$ cat src/rtl/spi_ram_responder.sv
// SPI mode-0 slave emulating a 23LC-style serial SRAM (READ/WRITE, sequential auto-increment).
// All SPI pins are oversampled in the clk domain; no logic is clocked by spi_clk.
//
// state     | meaning
// ST_IDLE   | waiting for chip select to fall
// ST_CMD    | shifting in the 8-bit opcode
// ST_ADDR   | shifting in the ADDR_W-bit start address
// ST_READ   | shifting memory bytes out on spi_miso, prefetching the next byte
// ST_WRITE  | assembling data bytes and issuing write strobes
// ST_IGNORE | unknown opcode, silent until chip select rises

module spi_ram_responder #(
  parameter int         ADDR_W    = 24,
  parameter logic [7:0] CMD_READ  = 8'h03,
  parameter logic [7:0] CMD_WRITE = 8'h02
) (
  input  logic              clk,
  input  logic              resetn,
  input  logic              spi_clk,
  input  logic              spi_cs_n,
  input  logic              spi_mosi,
  output logic              spi_miso,
  output logic [ADDR_W-1:0] mem_addr,
  output logic              mem_re,
  input  logic [7:0]        mem_rdata,
  output logic              mem_we,
  output logic [7:0]        mem_wdata,
  output logic              busy
);

  localparam int CNT_W = $clog2(ADDR_W) + 1;
  localparam logic [CNT_W-1:0] CNT_BYTE_LAST = CNT_W'(7);
  localparam logic [CNT_W-1:0] CNT_ADDR_LAST = CNT_W'(ADDR_W - 1);
  localparam logic [CNT_W-1:0] CNT_ONE       = CNT_W'(1);
  localparam logic [ADDR_W-1:0] ADDR_ONE     = ADDR_W'(1);

  typedef enum logic [2:0] {
    ST_IDLE,
    ST_CMD,
    ST_ADDR,
    ST_READ,
    ST_WRITE,
    ST_IGNORE
  } state_t;

  logic sclk_s1_q, sclk_s2_q, sclk_s3_q;
  logic cs_s1_q, cs_s2_q, cs_s3_q;
  logic mosi_s1_q, mosi_s2_q;

  logic sclk_rise, sclk_fall, cs_rise, cs_fall;

  state_t            state_q;
  logic [CNT_W-1:0]  cnt_q;
  logic [ADDR_W-1:0] rx_q, rx_d;
  logic [7:0]        tx_q;
  logic              rd_flavour_q;
  logic              miso_q;
  logic [ADDR_W-1:0] addr_q;
  logic              re_q, re_d1_q;
  logic              we_q;
  logic [7:0]        wdata_q;

  // Chip select idles high, so its synchronisers reset to 1 to keep busy low.
  always_ff @(posedge clk or negedge resetn) begin
    if (!resetn) begin
      sclk_s1_q <= 1'b0;
      sclk_s2_q <= 1'b0;
      sclk_s3_q <= 1'b0;
      cs_s1_q   <= 1'b1;
      cs_s2_q   <= 1'b1;
      cs_s3_q   <= 1'b1;
      mosi_s1_q <= 1'b0;
      mosi_s2_q <= 1'b0;
    end else begin
      sclk_s1_q <= spi_clk;
      sclk_s2_q <= sclk_s1_q;
      sclk_s3_q <= sclk_s2_q;
      cs_s1_q   <= spi_cs_n;
      cs_s2_q   <= cs_s1_q;
      cs_s3_q   <= cs_s2_q;
      mosi_s1_q <= spi_mosi;
      mosi_s2_q <= mosi_s1_q;
    end
  end

  assign sclk_rise = sclk_s2_q & ~sclk_s3_q;
  assign sclk_fall = ~sclk_s2_q & sclk_s3_q;
  assign cs_rise   = cs_s2_q & ~cs_s3_q;
  assign cs_fall   = ~cs_s2_q & cs_s3_q;

  assign rx_d = {rx_q[ADDR_W-2:0], mosi_s2_q};

  always_ff @(posedge clk or negedge resetn) begin
    if (!resetn) begin
      state_q      <= ST_IDLE;
      cnt_q        <= '0;
      rx_q         <= '0;
      tx_q         <= '0;
      rd_flavour_q <= 1'b0;
      miso_q       <= 1'b0;
      addr_q       <= '0;
      re_q         <= 1'b0;
      re_d1_q      <= 1'b0;
      we_q         <= 1'b0;
      wdata_q      <= '0;
    end else begin
      re_q    <= 1'b0;
      we_q    <= 1'b0;
      re_d1_q <= re_q;

      // The write address advances one cycle after its strobe, even if cs has gone.
      if (we_q) begin
        addr_q <= addr_q + ADDR_ONE;
      end
      if (re_d1_q) begin
        tx_q <= mem_rdata;
      end

      case (state_q)
        ST_IDLE: begin
          cnt_q  <= '0;
          miso_q <= 1'b0;
          if (cs_fall) begin
            state_q <= ST_CMD;
          end
        end

        ST_CMD: begin
          if (sclk_rise) begin
            rx_q <= rx_d;
            if (cnt_q == CNT_BYTE_LAST) begin
              cnt_q <= '0;
              if (rx_d[7:0] == CMD_READ) begin
                rd_flavour_q <= 1'b1;
                state_q      <= ST_ADDR;
              end else if (rx_d[7:0] == CMD_WRITE) begin
                rd_flavour_q <= 1'b0;
                state_q      <= ST_ADDR;
              end else begin
                state_q <= ST_IGNORE;
              end
            end else begin
              cnt_q <= cnt_q + CNT_ONE;
            end
          end
        end

        ST_ADDR: begin
          if (sclk_rise) begin
            rx_q <= rx_d;
            if (cnt_q == CNT_ADDR_LAST) begin
              cnt_q  <= '0;
              addr_q <= rx_d;
              if (rd_flavour_q) begin
                re_q    <= 1'b1;
                state_q <= ST_READ;
              end else begin
                state_q <= ST_WRITE;
              end
            end else begin
              cnt_q <= cnt_q + CNT_ONE;
            end
          end
        end

        ST_READ: begin
          // The last bit of a byte goes out here, so fetch the next one now.
          if (sclk_fall) begin
            miso_q <= tx_q[7];
            tx_q   <= {tx_q[6:0], 1'b0};
            if (cnt_q == CNT_BYTE_LAST) begin
              cnt_q  <= '0;
              addr_q <= addr_q + ADDR_ONE;
              re_q   <= 1'b1;
            end else begin
              cnt_q <= cnt_q + CNT_ONE;
            end
          end
        end

        ST_WRITE: begin
          if (sclk_rise) begin
            rx_q <= rx_d;
            if (cnt_q == CNT_BYTE_LAST) begin
              cnt_q   <= '0;
              wdata_q <= rx_d[7:0];
              we_q    <= 1'b1;
            end else begin
              cnt_q <= cnt_q + CNT_ONE;
            end
          end
        end

        ST_IGNORE: begin
          miso_q <= 1'b0;
        end

        default: begin
          state_q <= ST_IDLE;
          cnt_q   <= '0;
          miso_q  <= 1'b0;
        end
      endcase

      // Deselect wins over everything except strobes already decided above.
      if (cs_rise) begin
        state_q <= ST_IDLE;
        cnt_q   <= '0;
        miso_q  <= 1'b0;
      end
    end
  end

  assign spi_miso  = miso_q;
  assign mem_addr  = addr_q;
  assign mem_re    = re_q;
  assign mem_we    = we_q;
  assign mem_wdata = wdata_q;
  assign busy      = ~cs_s2_q;

endmodule

$ cat config.mk
export PLATFORM = sky130hd
export DESIGN_NAME = spi_ram_responder
export DESIGN_NICKNAME = d
export VERILOG_FILES = /design/src/rtl/spi_ram_responder.sv
export SDC_FILE = /design/constraint.sdc
export NUM_CORES = 1
export LEC_CHECK = 0
export BUFFER_PORTS_ARGS = -buffer_cell sky130_fd_sc_hd__buf_4
export CORE_MARGIN = 1
export CORE_UTILIZATION = 53
export DETAILED_ROUTE_END_ITERATION = 8
export GPL_TIMING_DRIVEN = 0
export PLACE_DENSITY = 0.79
export SETUP_SLACK_MARGIN = 0.4
export SYNTH_ARGS = -nofsm -noshare
export SYNTH_HDL_FRONTEND = slang
export SYNTH_SLANG_ARGS = --single-unit
$ cat constraint.sdc
create_clock -name clk -period 2.4 [get_ports clk]
set_input_delay 0.48 -clock clk [delete_from_list [all_inputs] [get_ports clk]]
set_output_delay 0.48 -clock clk [all_outputs]
set_load 0.005 [all_outputs]
==> flow_metrics.py <==
metrics = {
    "global_routing": {
        "grt-ovfl-total": 0,
        "grtUsageTotal_pct": 24.0,
        "antenna_found_initial": 0,
        "grt_pass1_wl_um": 15600,
        "grt_pass1_vias": 3230,
        "grt_max_degree": 86,
    },
    "floorplanning": {
        "die_area_sq_mm": 0.00828,
        "rows": 32,
        "die_h_um": 91.0,
        "start_util_pct": 54.6,
        "coreArea_sq_mm": 0.00769,
        "die_w_um": 91.0,
        "num_io_pins": 49,
    },
    "hold_path": {
        "holdPathStages": 1,
        "hp-class": "in -> reg",
        "holdCritStartpoint": "spi_mosi",
        "min_to": "mosi_s1_q",
    },
    "sta": {
        "setup_violations": 0,
        "max_freq_ghz": 0.506,
        "maxSlewViolCount": 0,
        "relSlewSlack_pct": 30.3,
        "setup-tns-final_ps": 0,
        "final_hold_viol_count": 0,
        "worst_slew_pin_slew_ps": 1040,
        "fin_crit_sh_pct": 82.3,
        "fin_worst_skew_ps": 12.6,
        "fin_crit_ps": 1970,
        "rsz0062_at_grt": "true",
    },
    "setup_path": {
        "crit_top_cell": "buf_6",
        "r2r_start": "state_q[0]",
        "max_stage_delay_ps": 380,
        "endpoint_kind": "flip-flop",
        "r2r-end": "mem_addr[14]",
        "crit_required_ps": 2650,
        "start_kind": "flip-flop",
        "cp_slowest_cell": "dfrtp_1",
        "cp.arrival_ps": 2220,
        "r2r_setup_slack_ps": 430,
        "crit_type": "reg -> reg",
        "ff2ff_path_depth": 7,
        "path_cells": "buf_6 > nand4bb_4 > or2_4 > o22ai_4 > buf_6 > nor2_1 > a221o_1",
        "critPathMaxFanout": 10,
    },
    "logic_synthesis": {
        "synth_area_leader_cell": "dfrtp_1",
        "synth_top_flop_cell": "dfrtp_1",
        "ys_top_cells_by_area": "dfrtp_1 (49%), mux2_2 (8.3%), nand2_1 (3.9%)",
        "synth_top_area_share_pct": 48.9,
        "synth_edf_count": 0,
        "synth-async-reset-ratio_pct": 100,
        "syn-cell-area_sq_mm": 0.00420,
        "syn_avg_cell_area_sq_um": 10.8,
        "syn_inst": 388,
        "synth.most_common_cell": "dfrtp_1",
        "synth_nets": 404,
        "ys_types": 63,
        "yosysWarnings": 0,
        "yosysSeqAreaShare_pct": 50.8,
        "ys_top_cells_by_count": "dfrtp_1 (82), nand2_1 (44), mux2_2 (31), nor2_1 (17), o21ai_0 (17)",
        "ys_seq_elements": 85,
    },
    "route": {
        "wirelength_um": 10100,
        "route.vias.total": 3477,
        "drtPass1Iterations": 7,
        "avgViaCountPerCell": 6.07,
        "drc": 2,
        "ant_nets": 0,
        "drt_iter0_drc": 312,
        "wl_per_cell_um": 17.6,
    },
    "clocking": {
        "clk_latency_ps": 360,
        "cts_num_sinks": 85,
        "cts_hold_buffers": 0,
        "clock_path_buffers": 2,
        "htreeDepth": 3,
        "cts_buffers": 9,
        "cts_tree": "yes",
        "path_clk_slew_ps": 90,
        "cts_root_buf": "clkbuf_8",
    },
    "status": {
        "violations": "design-rule violations",
        "status": "complete, but fails checks",
    },
    "place": {
        "dp.cells": 538,
        "hpwl_um": 6250,
        "gp_congestion": 0.863,
        "io_buffers": 48,
    },
    "flow_run": {
        "maxCapViolCount": 0,
    },
    "final_layout": {
        "syn_to_final_growth_pct": 23.2,
        "drive_gt1_share_pct": 33.5,
        "diodes": 0,
        "nets": 482,
        "instances_no_fill": 573,
    },
    "power_and_ir_drop": {
        "pwr_density_cell_mw_per_mm2": 662,
        "p_leak_nw": 2.35,
        "ir_drop_uv": 364,
    },
}
-- power by group --
group	switching (mW)	leakage (nW)	total, mW	internal [mW]
clock network	0.505	0.0889	0.903	0.398
logic	0.400	1.15	0.766	0.365
registers	0.155	1.12	1.75	1.60
-- state kept, by name, summed over array words and instances (netlist names) --
name,flops
cs_s2_q,1
mem_we,1
state_q,3
cs_s1_q,1
spi_miso,1
rd_flavour_q,1
mosi_s2_q,1
rx_q,23
sclk_s3_q,1
mosi_s1_q,1
cnt_q,6
tx_q,8
sclk_s2_q,1
cs_s3_q,1
re_d1_q,1
sclk_s1_q,1
mem_re,1
mem_addr,24
mem_wdata,8
-- through the flow --
stage / power, mW / setup WS (ps) / util, % / hold WS (ps) / cell area, sq um
3_3_place_gp: 2.43 / 115 / 60.9 / 334 / 4680
6_report: 3.42 / 426 / 67.2 / 228 / 5170
5_1_grt: 3.60 / 351 / 67.2 / 214 / 5170
3_5_place_dp: 2.47 / 35.8 / 60.9 / 338 / 4680
4_1_cts: 3.39 / 328 / 65.2 / 221 / 5010
2_1_floorplan: 2.26 / 423 / - / 184 / 4200
-- cells by family after synthesis --
logic type	share of synthesized area [%]
AND/OR/NAND/NOR	17.5
adder cells (fa/ha/maj)	1.13
buffers and inverters	3.55
flip-flops	50.8
multiplexers	10.7
AO/OA/AOI/OAI	14.4
XOR/XNOR	1.88
-- area by class of cell --
cell class / count / area (sq um)
Timing Repair Buffer: 67 / 508
Sequential cell: 85 / 2130
Clock inverter: 5 / 27.5
Clock buffer: 11 / 141
Inverter: 12 / 45.0
Buffer: 21 / 140
Tap cell: 102 / 128
Multi-Input combinational cell: 270 / 2050
Fill cell: 581 / 2520
-- layer usage --
layer	track usage [%]	part of all wire, %	vias to the layer above
met5	0	0	-
met4	12.0	2.5	0
met3	3.52	5.7	24
met2	37.3	49	145
met1	33.1	43	1724
li1	-	-	1584
-- critical path, delay by kind of cell, from the launching register on --
family	cells	cell delay, ps
simple gates	3	660
flops	1	380
buf+inv	2	340
compound gates	2	500
-- how the worst max path moves through the flow --
stage | startpoint | to | slack [ps] | depth (start not counted)
6_report | state_q[0] | mem_addr[14] | 430 | 7
5_1_grt | mem_addr[5] | mem_addr[23] | 350 | 5
4_1_cts | mem_addr[2] | mem_addr[20] | 330 | 6
3_5_place_dp | cnt_q[0] | mem_addr[10] | 40 | 7
3_3_place_gp | cnt_q[0] | mem_addr[10] | 120 | 7
2_1_floorplan | cnt_q[0] | rd_flavour_q | 420 | 6
-- cell usage in the layout, fill, tap and decap left out, types with 4 or more instances in the layout --
cell,netlist,layout
o211ai_1,6,6
clkbuf_2,0,5
o22ai_1,4,4
o21ai_1,12,12
nand4_1,9,9
clkinv_2,0,4
a221o_1,6,6
nand2b_1,6,6
nor2_1,17,17
mux2i_1,9,9
xnor2_1,7,7
and3_1,5,5
nor3_1,6,5
dfrtp_1,82,81
nand2_1,44,44
a22o_1,4,4
mux2_2,31,31
o311ai_1,5,4
inv_1,12,12
buf_4,1,70
buf_6,1,5
o21ai_0,17,17
a21oi_1,9,9
nand3b_1,5,5
nand3_1,9,9
clkbuf_8,0,10
-- timing repair --
item | 4_1_cts | 5_1_grt
pin swaps | 2 | 7
endpoints found under the hold margin | 0 | 0
endpoints found under the setup margin | 62 | 64
gates resized for setup | 20 | 22
cloned | 0 | 1
buffers inserted | 7 | 11
Power figures use the tool's default switching activity.
